$ cat src/rtl/dmem_arbiter.sv
// Round-robin arbiter sequencing one core access at a time onto the single-port dmem.
// gnt one cycle after req is sampled; read data returns as rvalid two cycles after gnt.
module dmem_arbiter #(
  parameter int NUM_REQ = 4,
  parameter int AW      = 8,
  parameter int DW      = 64
) (
  input  logic                    clk,
  input  logic                    reset,
  input  logic [0:NUM_REQ-1]      req,
  input  logic [0:NUM_REQ-1]      wr,
  input  logic [0:AW*NUM_REQ-1]   addr,
  input  logic [0:DW*NUM_REQ-1]   wdata,
  output logic [0:NUM_REQ-1]      gnt,
  output logic [0:NUM_REQ-1]      rvalid,
  output logic [0:DW-1]           rdata,
  output logic                    busy,
  output logic                    mem_en,
  output logic                    mem_wr_en,
  output logic [0:AW-1]           mem_addr,
  output logic [0:DW-1]           mem_dout,
  input  logic [0:DW-1]           mem_din
);

  localparam int PW = (NUM_REQ > 1) ? $clog2(NUM_REQ) : 1;

  typedef enum logic [1:0] {
    IDLE   = 2'd0,
    ACCESS = 2'd1,
    RESP   = 2'd2
  } state_t;

  state_t              r_state;
  logic [PW-1:0]       r_ptr;
  logic [PW-1:0]       r_win;
  logic                r_wr;

  logic                w_any;
  logic [PW-1:0]       w_win;
  logic [PW-1:0]       w_next_ptr;
  logic                w_wr;
  logic [0:AW-1]       w_addr;
  logic [0:DW-1]       w_wdata;
  logic [0:NUM_REQ-1]  w_gnt_oh;
  logic [0:NUM_REQ-1]  w_rv_oh;

  // Two passes give the wrap-around scan: indices at/after ptr first, then the rest.
  always_comb begin
    w_any = 1'b0;
    w_win = '0;
    for (int i = 0; i < NUM_REQ; i++) begin
      if (!w_any && req[i] && (PW'(i) >= r_ptr)) begin
        w_any = 1'b1;
        w_win = PW'(i);
      end
    end
    for (int i = 0; i < NUM_REQ; i++) begin
      if (!w_any && req[i]) begin
        w_any = 1'b1;
        w_win = PW'(i);
      end
    end
    w_next_ptr = (w_win == PW'(NUM_REQ - 1)) ? '0 : w_win + 1'b1;
  end

  always_comb begin
    w_wr     = 1'b0;
    w_addr   = '0;
    w_wdata  = '0;
    w_gnt_oh = '0;
    w_rv_oh  = '0;
    for (int i = 0; i < NUM_REQ; i++) begin
      if (PW'(i) == w_win) begin
        w_wr        = wr[i];
        w_addr      = addr[AW*i +: AW];
        w_wdata     = wdata[DW*i +: DW];
        w_gnt_oh[i] = 1'b1;
      end
      if (PW'(i) == r_win) begin
        w_rv_oh[i] = 1'b1;
      end
    end
  end

  always_ff @(posedge clk or negedge reset) begin
    if (!reset) begin
      r_state   <= IDLE;
      r_ptr     <= '0;
      r_win     <= '0;
      r_wr      <= 1'b0;
      gnt       <= '0;
      rvalid    <= '0;
      rdata     <= '0;
      busy      <= 1'b0;
      mem_en    <= 1'b0;
      mem_wr_en <= 1'b0;
      mem_addr  <= '0;
      mem_dout  <= '0;
    end else begin
      gnt       <= '0;
      rvalid    <= '0;
      mem_en    <= 1'b0;
      mem_wr_en <= 1'b0;
      case (r_state)
        IDLE: begin
          if (w_any) begin
            r_state   <= ACCESS;
            r_win     <= w_win;
            r_wr      <= w_wr;
            r_ptr     <= w_next_ptr;
            mem_en    <= 1'b1;
            mem_wr_en <= w_wr;
            mem_addr  <= w_addr;
            mem_dout  <= w_wdata;
            gnt       <= w_gnt_oh;
            busy      <= 1'b1;
          end
        end
        ACCESS: begin
          if (r_wr) begin
            r_state <= IDLE;
            busy    <= 1'b0;
          end else begin
            r_state <= RESP;
          end
        end
        RESP: begin
          // dmem registered the read at the ACCESS edge, so mem_din is valid now.
          rdata   <= mem_din;
          rvalid  <= w_rv_oh;
          r_state <= IDLE;
          busy    <= 1'b0;
        end
        default: begin
          r_state <= IDLE;
          busy    <= 1'b0;
        end
      endcase
    end
  end

endmodule

$ cat config.mk
export PLATFORM = sky130hd
export DESIGN_NAME = dmem_arbiter
export DESIGN_NICKNAME = d
export VERILOG_FILES = /design/src/rtl/dmem_arbiter.sv
export SDC_FILE = /design/constraint.sdc
export NUM_CORES = 1
export LEC_CHECK = 0
export BUFFER_PORTS_ARGS = -buffer_cell sky130_fd_sc_hd__buf_2
export CORE_AREA = 2 2 200 202
export CTS_BUF_LIST = sky130_fd_sc_hd__clkbuf_2 sky130_fd_sc_hd__clkbuf_4 sky130_fd_sc_hd__clkbuf_8
export DETAILED_ROUTE_END_ITERATION = 6
export DIE_AREA = 0 0 202 204
export PLACE_DENSITY = 0.53
export SLEW_MARGIN = 20
export SYNTH_ARGS = -nofsm -noshare
export SYNTH_HDL_FRONTEND = slang
export SYNTH_SLANG_ARGS = --single-unit
export TNS_END_PERCENT = 30
$ cat constraint.sdc
create_clock -name clk -period 5.6 [get_ports clk]
set_clock_uncertainty 0.15 [all_clocks]
set_input_delay 1.12 -clock clk [delete_from_list [all_inputs] [get_ports clk]]
set_output_delay 1.12 -clock clk [all_outputs]
set_load 0.02 [all_outputs]
==> run summary, run 1 <==
The post-synthesis average cell area was 9.69 µm². The critical path starts at req[3]. From synthesis to final layout, the design area changed by 40.3%. The worst path uses 64.8% of the clock period. The post-DP HPWL was 24500 µm.

The first global-routing pass estimated 50900 µm of wire. In the routed design, unresolved DRC markers number 0. The highest achievable clock rate was 0.276 GHz. The peak per-stage delay on the critical path came out at 0.68 ns. The synthesized design contains 154 register bits. The worst register-to-register path ends at r_wr$_DFFE_PN0P_. Critical setup path kind: input port to flop.

Cells with a size suffix above 1 make up 47.1% of the layout. For the pin with the worst max-slew slack, the measured transition is 1.03 ns. The sink count of the clock tree came out at 154. For the area of the core, the log shows 39200 µm². The endpoint type of the worst setup path is a flop. The flow ran to the end, and the final reports show no timing, DRC or antenna violations.

In this run the vertical extent of the chip is 204 µm. The final layout contains 1681 nets. Proportion of synthesized chip area in sequential cells: 46.0%.

Max-cap violations in this run came to 0. Setup violations remaining at the end of the flow were counted as 0. The number of inserted filler cells in the final layout is 4192.

Across the VDD grid, the largest voltage drop is 315 µV. The die span in x is 202 µm, and the final critical delay including setup and external delays is 3.63 ns. The cell with the biggest individual delay on the critical path was sky130_fd_sc_hd__a2111oi_0. Of all nets on the critical path, the largest fanout is 55. The most instantiated flip-flop cell in the synthesis netlist is sky130_fd_sc_hd__dfrtp_1. For the total routed wirelength, the log shows 34300 µm.

Row generation in the floorplan step produced 73 rows. The register-to-register setup slack was 2.29 ns; the number of pins exceeding their max-slew limit in the final report was 0. The synthesized cell area came out at 8370 µm². TritonCTS built the clock tree.

The synthesized design contains 0 enable-type register cells. In the synthesized netlist, the cells that appear most often are sky130_fd_sc_hd__dfrtp_1, sky130_fd_sc_hd__a21oi_1, sky130_fd_sc_hd__nand2_1, sky130_fd_sc_hd__inv_1, sky130_fd_sc_hd__nand3b_1. The run gives 37 as the number of library cell types mapped by synthesis.

After technology mapping, the gate count stands at 864. The worst setup path is launched from an input port. The final-report hold violation count came out at 0. Data arrives at the worst endpoint at 3.81 ns.

The run gives 8778 as the via count. The cell accounting for the most synthesized area was sky130_fd_sc_hd__dfrtp_1. After clock tree synthesis, the clock-pin slew on the worst setup and hold paths is 0.08 ns. The number of clock buffers added by TritonCTS is 17. The number of buffers inserted by port buffering was 508; the post-route non-filler standard cell count was 1856. The longest clock path from root to sink contains 2 buffers. The clock reaches the later pin of the worst-skew pair after 0.48 ns. Summed over all cells, the static leakage comes to 5.56 nW.

Routability-driven placement finished with a final weighted congestion of 0.918. For the count of warnings emitted by yosys, the log shows 0. Synthesis produced a netlist with a net count of 1230. The number of design-rule violations left by the first detailed-router iteration was 542. In the global route stage, overall resource usage came out at 16.0%.

The maximum number of pins on one net before global-route repair is 94. Total die area: 41200 µm². Area share of the largest cell type after synthesis: 46.0%.

The worst register-to-register path has a depth of 7. The routed length per instance is 18.5 µm. Effective utilization at floorplan: 21.4%. The startpoint identified for the worst register-to-register timing path is r_ptr[0]$_DFFE_PN0P_.

The number of placed instances, taps included, is 1821. Setup repair after global routing left no endpoint under its margin. Of all flip-flops after synthesis, the portion carrying an async set or reset was 100%. After detailed routing, the number of vias per cell comes to 4.73. CTS built an H-tree with a depth of 4. The tools report the end of the critical path as r_wr$_DFFE_PN0P_. The critical path goes through buf_2, nand2b_1, a21boi_0, nor3_1, ha_4, and3b_1, a2111oi_0, o31ai_1. Hold repair after CTS inserted 0 buffers.

Data required time of the worst path: 5.78 ns. The via count of the first global-routing pass was 8638. Buffers added to address setup during post-CTS repair amount to 0.

In the final timing run, aggregate negative setup slack is 0 ns. The tools report the number of iterations in the first detailed-routing pass as 6. The cell area power density came out at 583 nW/µm².

The tools report the number of antenna violations at the first check in global routing as 4. Clock tree synthesis selected as its root buffer the cell sky130_fd_sc_hd__clkbuf_8. In this run the tightest slew margin relative to its limit is 31.4%. The count of nets left with antenna violations once routing finished came out at 0.

The most used standard cell by instance count after synthesis is sky130_fd_sc_hd__dfrtp_1. By area the synthesized netlist is led by sky130_fd_sc_hd__dfrtp_1, sky130_fd_sc_hd__a21oi_1, sky130_fd_sc_hd__a221o_1, sky130_fd_sc_hd__mux2_2, sky130_fd_sc_hd__nand3b_1. Gates resized during post-CTS repair numbered 0. During I/O placement, the number of pins put on the boundary was 509.

Summed over all layers, the global routing overflow is 0. Classification of the worst-slack hold path: flop to flop.
-- routing by layer --
metal	share of wire [%]	routed length [µm]	global-route usage, %
met5	0.029	10	0
met3	6.4	2210	3.06
met2	50	17000	27.5
met1	42	14400	19.8
met4	2.0	678	5.99
-- layout make-up --
cell class / count / area, µm² / share of cell area [%]
well taps: 525 / 657 / 5.59
diodes: 3 / 7.51 / 0.0639
clock buffers: 17 / 234 / 1.99
flip-flops and latches: 154 / 3850 / 32.8
multi-input cells: 548 / 3860 / 32.9
inverters: 74 / 280 / 2.39
repair buffers: 520 / 2680 / 22.8
clock inverters: 15 / 175 / 1.49
-- registers in the layout (all words and copies together) (netlist names), 2 cells and up --
name and flops:
r_win 2, rvalid 4, r_ptr 2, mem_addr 8
r_state 2, gnt 4, rdata 64, mem_dout 64
-- critical path: cells and delay by family --
family | cells | cell delay [ns]
AO/OA/AOI/OAI | 3 | 0.98
AND/OR/NAND/NOR | 3 | 0.91
adder cells (fa/ha/maj) | 1 | 0.66
buffers and inverters | 1 | 0.13
-- how the worst min path moves through the flow --
stage                                 from                endpoint  cells past startpoint
after floorplan           r_wr$_DFFE_PN0P_  r_state[1]$_DFFE_PN0N_                      1
after global placement    r_wr$_DFFE_PN0P_  r_state[1]$_DFFE_PN0N_                      1
after global routing      r_wr$_DFFE_PN0P_  r_state[1]$_DFFE_PN0N_                      1
after CTS                 r_wr$_DFFE_PN0P_  r_state[1]$_DFFE_PN0N_                      1
final                     r_wr$_DFFE_PN0P_  r_state[1]$_DFFE_PN0N_                      1
after detailed placement  r_wr$_DFFE_PN0P_  r_state[1]$_DFFE_PN0N_                      1
-- logic make-up after synthesis --
logic type / share of synthesized area (%)
multiplexers: 8.73
flip-flops: 46.0
buffers and inverters: 8.61
adder cells (fa/ha/maj): 0.598
AND/OR/NAND/NOR: 12.2
AO/OA/AOI/OAI: 23.8
-- stage by stage --
| step | hold WS (ns) | setup WS [ns] | power, mW | util [%] | instance area [µm²] |
|---|---|---|---|---|---|
| after floorplan | 0.274 | 2.43 | 4.67 | - | 8370 |
| after global placement | 0.307 | 1.44 | 5.95 | 28.9 | 11300 |
| after detailed placement | 0.309 | 1.46 | 6.00 | 28.9 | 11300 |
| after CTS | 0.326 | 1.98 | 6.93 | 30.0 | 11700 |
| after global routing | 0.347 | 1.78 | 7.34 | 30.0 | 11700 |
| final | 0.323 | 1.97 | 6.85 | 30.0 | 11700 |
-- where the power goes --
part           switching (mW)  total (mW)  internal (mW)
registers               0.311        2.00           1.69
logic                    2.40        3.93           1.54
clock network           0.533       0.911          0.378
-- layout by cell type, fill, tap and decap left out, drive strengths merged, types with 4 or more instances in the layout --
cell	count
a21oi	146
a31oi	72
o21ai	5
mux2	64
and3	5
nand2	76
clkbuf	17
buf	520
a221o	72
nand3b	73
inv	83
ha	4
nand2b	5
dfrtp	154
Note: power is estimated with default switching activity, not from simulation.
==> run 2: changes to the inputs <==
- PLACE_DENSITY: 0.53 -> 0.54
- clock period: 5.6 -> 3.3 ns (I/O delays scaled with it)
==> run 2 against run 1 <==
  * Cell count increased by 0.27%
  * Die area unchanged
  * Register-to-register slack got worse by 1.7 ns
  * Highest routed layer unchanged
  * Utilization increased by 0.45 points
  * Hold slack got worse by 0.074 ns
  * Sequential power increased by 70%
  * Combinational power increased by 72%
  * Critical path depth unchanged
  * Via count increased by 0.15%
  * Wire length decreased by 2.8%
  * Largest cell class unchanged
  * Sequential cell count unchanged
  * Power increased by 73%
==> run summary, run 2 (synthesis gave the netlist of run 1 again) <==
TritonCTS built the clock tree. The total die area was 41200 µm² (unchanged). The run gives 0 (unchanged) as the number of max-cap violations.

The flow ran to the end, and the final reports show no timing, DRC or antenna violations. The die height came out at 204 µm (unchanged). The maximum net fanout on the critical path is 78 (+42%), and the number of post-CTS setup repair buffers is 0 (unchanged).

The hold slack came out at 0.249 ns (-0.0741 ns). The logs give 1827 (+0.33%) for the cell total after placement and 0 (unchanged) for the final-report hold violation count. The area growth from synthesis to layout is 42.4%. The run gives 5.45 mW (+68%) as the net switching power figure.

The run gives 0 ns (unchanged) as the final setup TNS. The library cells used most frequently in the layout, excluding fill and tap cells, are sky130_fd_sc_hd__buf_2, sky130_fd_sc_hd__dfrtp_1, sky130_fd_sc_hd__a21oi_1. The final critical delay including setup and external delays came out at 2.74 ns. The met1 routing resource usage after global routing was 19.0% (-0.76 points); the data arrival time of the critical path was 3.00 ns (-0.81 ns). The post-DP HPWL was 24300 µm (-0.88%); the cell area after layout was 11900 µm² (+1.5%). The logs give 50000 µm (-1.9%) for the wire length of the first global-routing pass and 8808 (+2.0%) for the via count of the first global-routing pass. The clock-pin slew reported for the worst setup and hold paths after clock tree synthesis was 0.10 ns (+0.02 ns); the maximum number of pins on one net before global-route repair was 92 (-2.1%).

Mean number of vias per cell: 4.72 (-0.12%). Leaving out fill and tap cells, the most frequent cell in the layout is sky130_fd_sc_hd__buf_2. The endpoint type of the worst setup path was a flop. The cell internal power dissipation was 6.42 mW (+78%); the pre-CTS worst setup slack was 0.204 ns (-1.26 ns). The tools report the number of H-tree levels as 4 (unchanged). The count of cells resized by post-cts repair was 0 (unchanged); the number of pins exceeding their max-slew limit in the final report was 0 (unchanged). The tools report the relative contribution of the clock network to total power as 14.4% (+1.1 points). The worst setup path is launched from a flop. The tools report the final core utilization as 30.4% (+0.45 points). Clock tree buffer depth: 2 (unchanged). The static leakage power is 5.65 nW (+1.6%). Number of buffers inserted for hold repair after clock tree synthesis: 1 (+1). The sink count of the clock tree was 154 (unchanged). The number of nets still failing antenna checks after routing is 0 (unchanged). The critical path is of the flop to flop type. The proportion of total power due to net switching is 45.9% (-1.4 points), and the post-route non-filler standard cell count is 1861 (+0.27%). The tools report the row count as 73 (unchanged).

The worst IR drop on VDD came out at 436 µV (+38%). The number of design-rule violations left by the first detailed-router iteration is 550 (+1.5%). The slowest stage of the critical path is the sky130_fd_sc_hd__dfrtp_1 cell. The cell area power density works out to 995 nW/µm² (+71%). The classification of the worst-slack hold path is input port to flop. The peak per-stage delay on the critical path is 0.44 ns (-0.24 ns), and the via count is 8791 (+0.15%). The total routed wirelength is 33300 µm (-2.8%). Setup repair after global routing left no endpoint under its margin. The run gives 32.8% (+1.4 points) as the worst slew slack as a fraction of its limit. The net total in the final layout is 1688 (+0.42%), and the slew at the pin closest to its max-slew limit is 1.01 ns (-0.0213 ns). The top-level port count is 509 (unchanged).

The tools report the clock tree root buffer cell as sky130_fd_sc_hd__clkbuf_8. The number of iterations in the first detailed-routing pass came out at 5 (-1). The logs give 0.48 ns (about the same) for the latest clock arrival within the worst-skew pair and 39200 µm² (unchanged) for the area of the core. The run gives 0 (unchanged) as the global-route congestion overflow total. The tools report the total cell area at the placement stage as 11400 µm² (+1.1%).

The data required time of the worst path is 3.55 ns (-2.23 ns). For the placer's final routability congestion estimate, the log shows 0.860 (-6.3%). For the effective utilization at floorplan, the log shows 21.4% (unchanged). Traced cell by cell, the critical path runs through nand2b_1, a21boi_0, or3_1, ha_4, buf_12, a21oi_1, a221o_1, a31oi_1. The fraction of layout instances using a drive strength above 1 is 47.3% (+0.20 points), and the number of buffers inserted by port buffering is 508 (unchanged). The sequential share of power was 28.6% (-0.6 points); the die span in x was 202 µm (unchanged). The number of design rule violations left after detail routing came out at 0 (unchanged).

Number of buffers added by the clock tree synthesis step: 17 (unchanged). The routed length per instance was 17.9 µm (-3.1%); the overall fraction of global-route tracks in use was 15.6% (-0.33 points). The number of antenna violations at the first check in global routing was 2 (-2); the routing usage on met3 was 3.99% (+0.92 points).

The tools report the post-route worst setup slack as 0.557 ns (-1.41 ns). The power share of the combinational group came out at 56.9% (-0.6 points). Static timing analysis puts the maximum clock frequency at 0.365 GHz.

The total power of the final layout was 11.9 mW (+73%); the global-route track usage on met2 was 26.1% (-1.5 points). The run gives 0 (unchanged) as the final count of negative-setup-slack endpoints. The layer with the highest usage after global routing is met2. After layout, the worst path uses 83.1% of the clock period.

The largest registers in the layout are mem_dout x64, rdata x64, mem_addr x8.
==> run 2: cell types whose count changed in the layout (fill, tap and decap cells not counted), sizes merged <==
cell / previous run / this run
buf: 520 / 526
bufinv: 1 / 4
clkinvlp: 2 / 0
diode: 3 / 1
dlygate4sd3: 0 / 1
inv: 83 / 82
==> run 2: final cells by class <==
type	count	area, µm²
timing repair buffer	527	2810
sequential	154	3850
clock inverter	15	226
fill	4181	27300
multi-input combinational	548	3860
inverter	74	280
clock buffer	17	234
antenna	1	2.50
tap	525	657
==> run 2: worst max-delay path, delay by kind of cell (launching register included) <==
kind                     cells  cell delay, ns
AO/OA/AOI/OAI                4            1.07
AND/OR/NAND/NOR              2            0.45
flip-flops                   1            0.44
adder cells (fa/ha/maj)      1            0.20
buffers and inverters        1            0.28
==> run 2: final timing paths <==
path	endpoint	slack (ns)	startpoint	cells after the start
max in group asynchronous	rdata[22]$_DFFE_PN0P_	1.58	reset	3
min in group asynchronous	mem_dout[19]$_DFFE_PN0P_	0.55	reset	2
hold reg to reg	rvalid[2]$_DFF_PN0_	0.35	r_win[0]$_DFFE_PN0P_	1
setup reg to reg	mem_dout[32]$_DFFE_PN0P_	0.56	r_ptr[0]$_DFFE_PN0P_	8
setup / recovery	mem_dout[32]$_DFFE_PN0P_	0.56	r_ptr[0]$_DFFE_PN0P_	8
hold / removal	rdata[47]$_DFFE_PN0P_	0.25	mem_din[47]	2
==> run 2: layer usage <==
layer	up-vias	share of wire, %
met5	-	0.036
met4	2	3.3
met3	61	7.2
met2	438	48
met1	4215	41
li1	4075	-
==> run 2: power by group through the flow <==
stage | clock network, mW | registers [mW] | logic [mW]
after detailed placement | 0 | 3.44 | 6.82
after floorplan | 0 | 4.49 | 3.43
after global routing | 1.86 | 3.53 | 7.33
after CTS | 1.78 | 3.40 | 6.83
final | 1.71 | 3.40 | 6.75
after global placement | 0 | 3.41 | 6.75
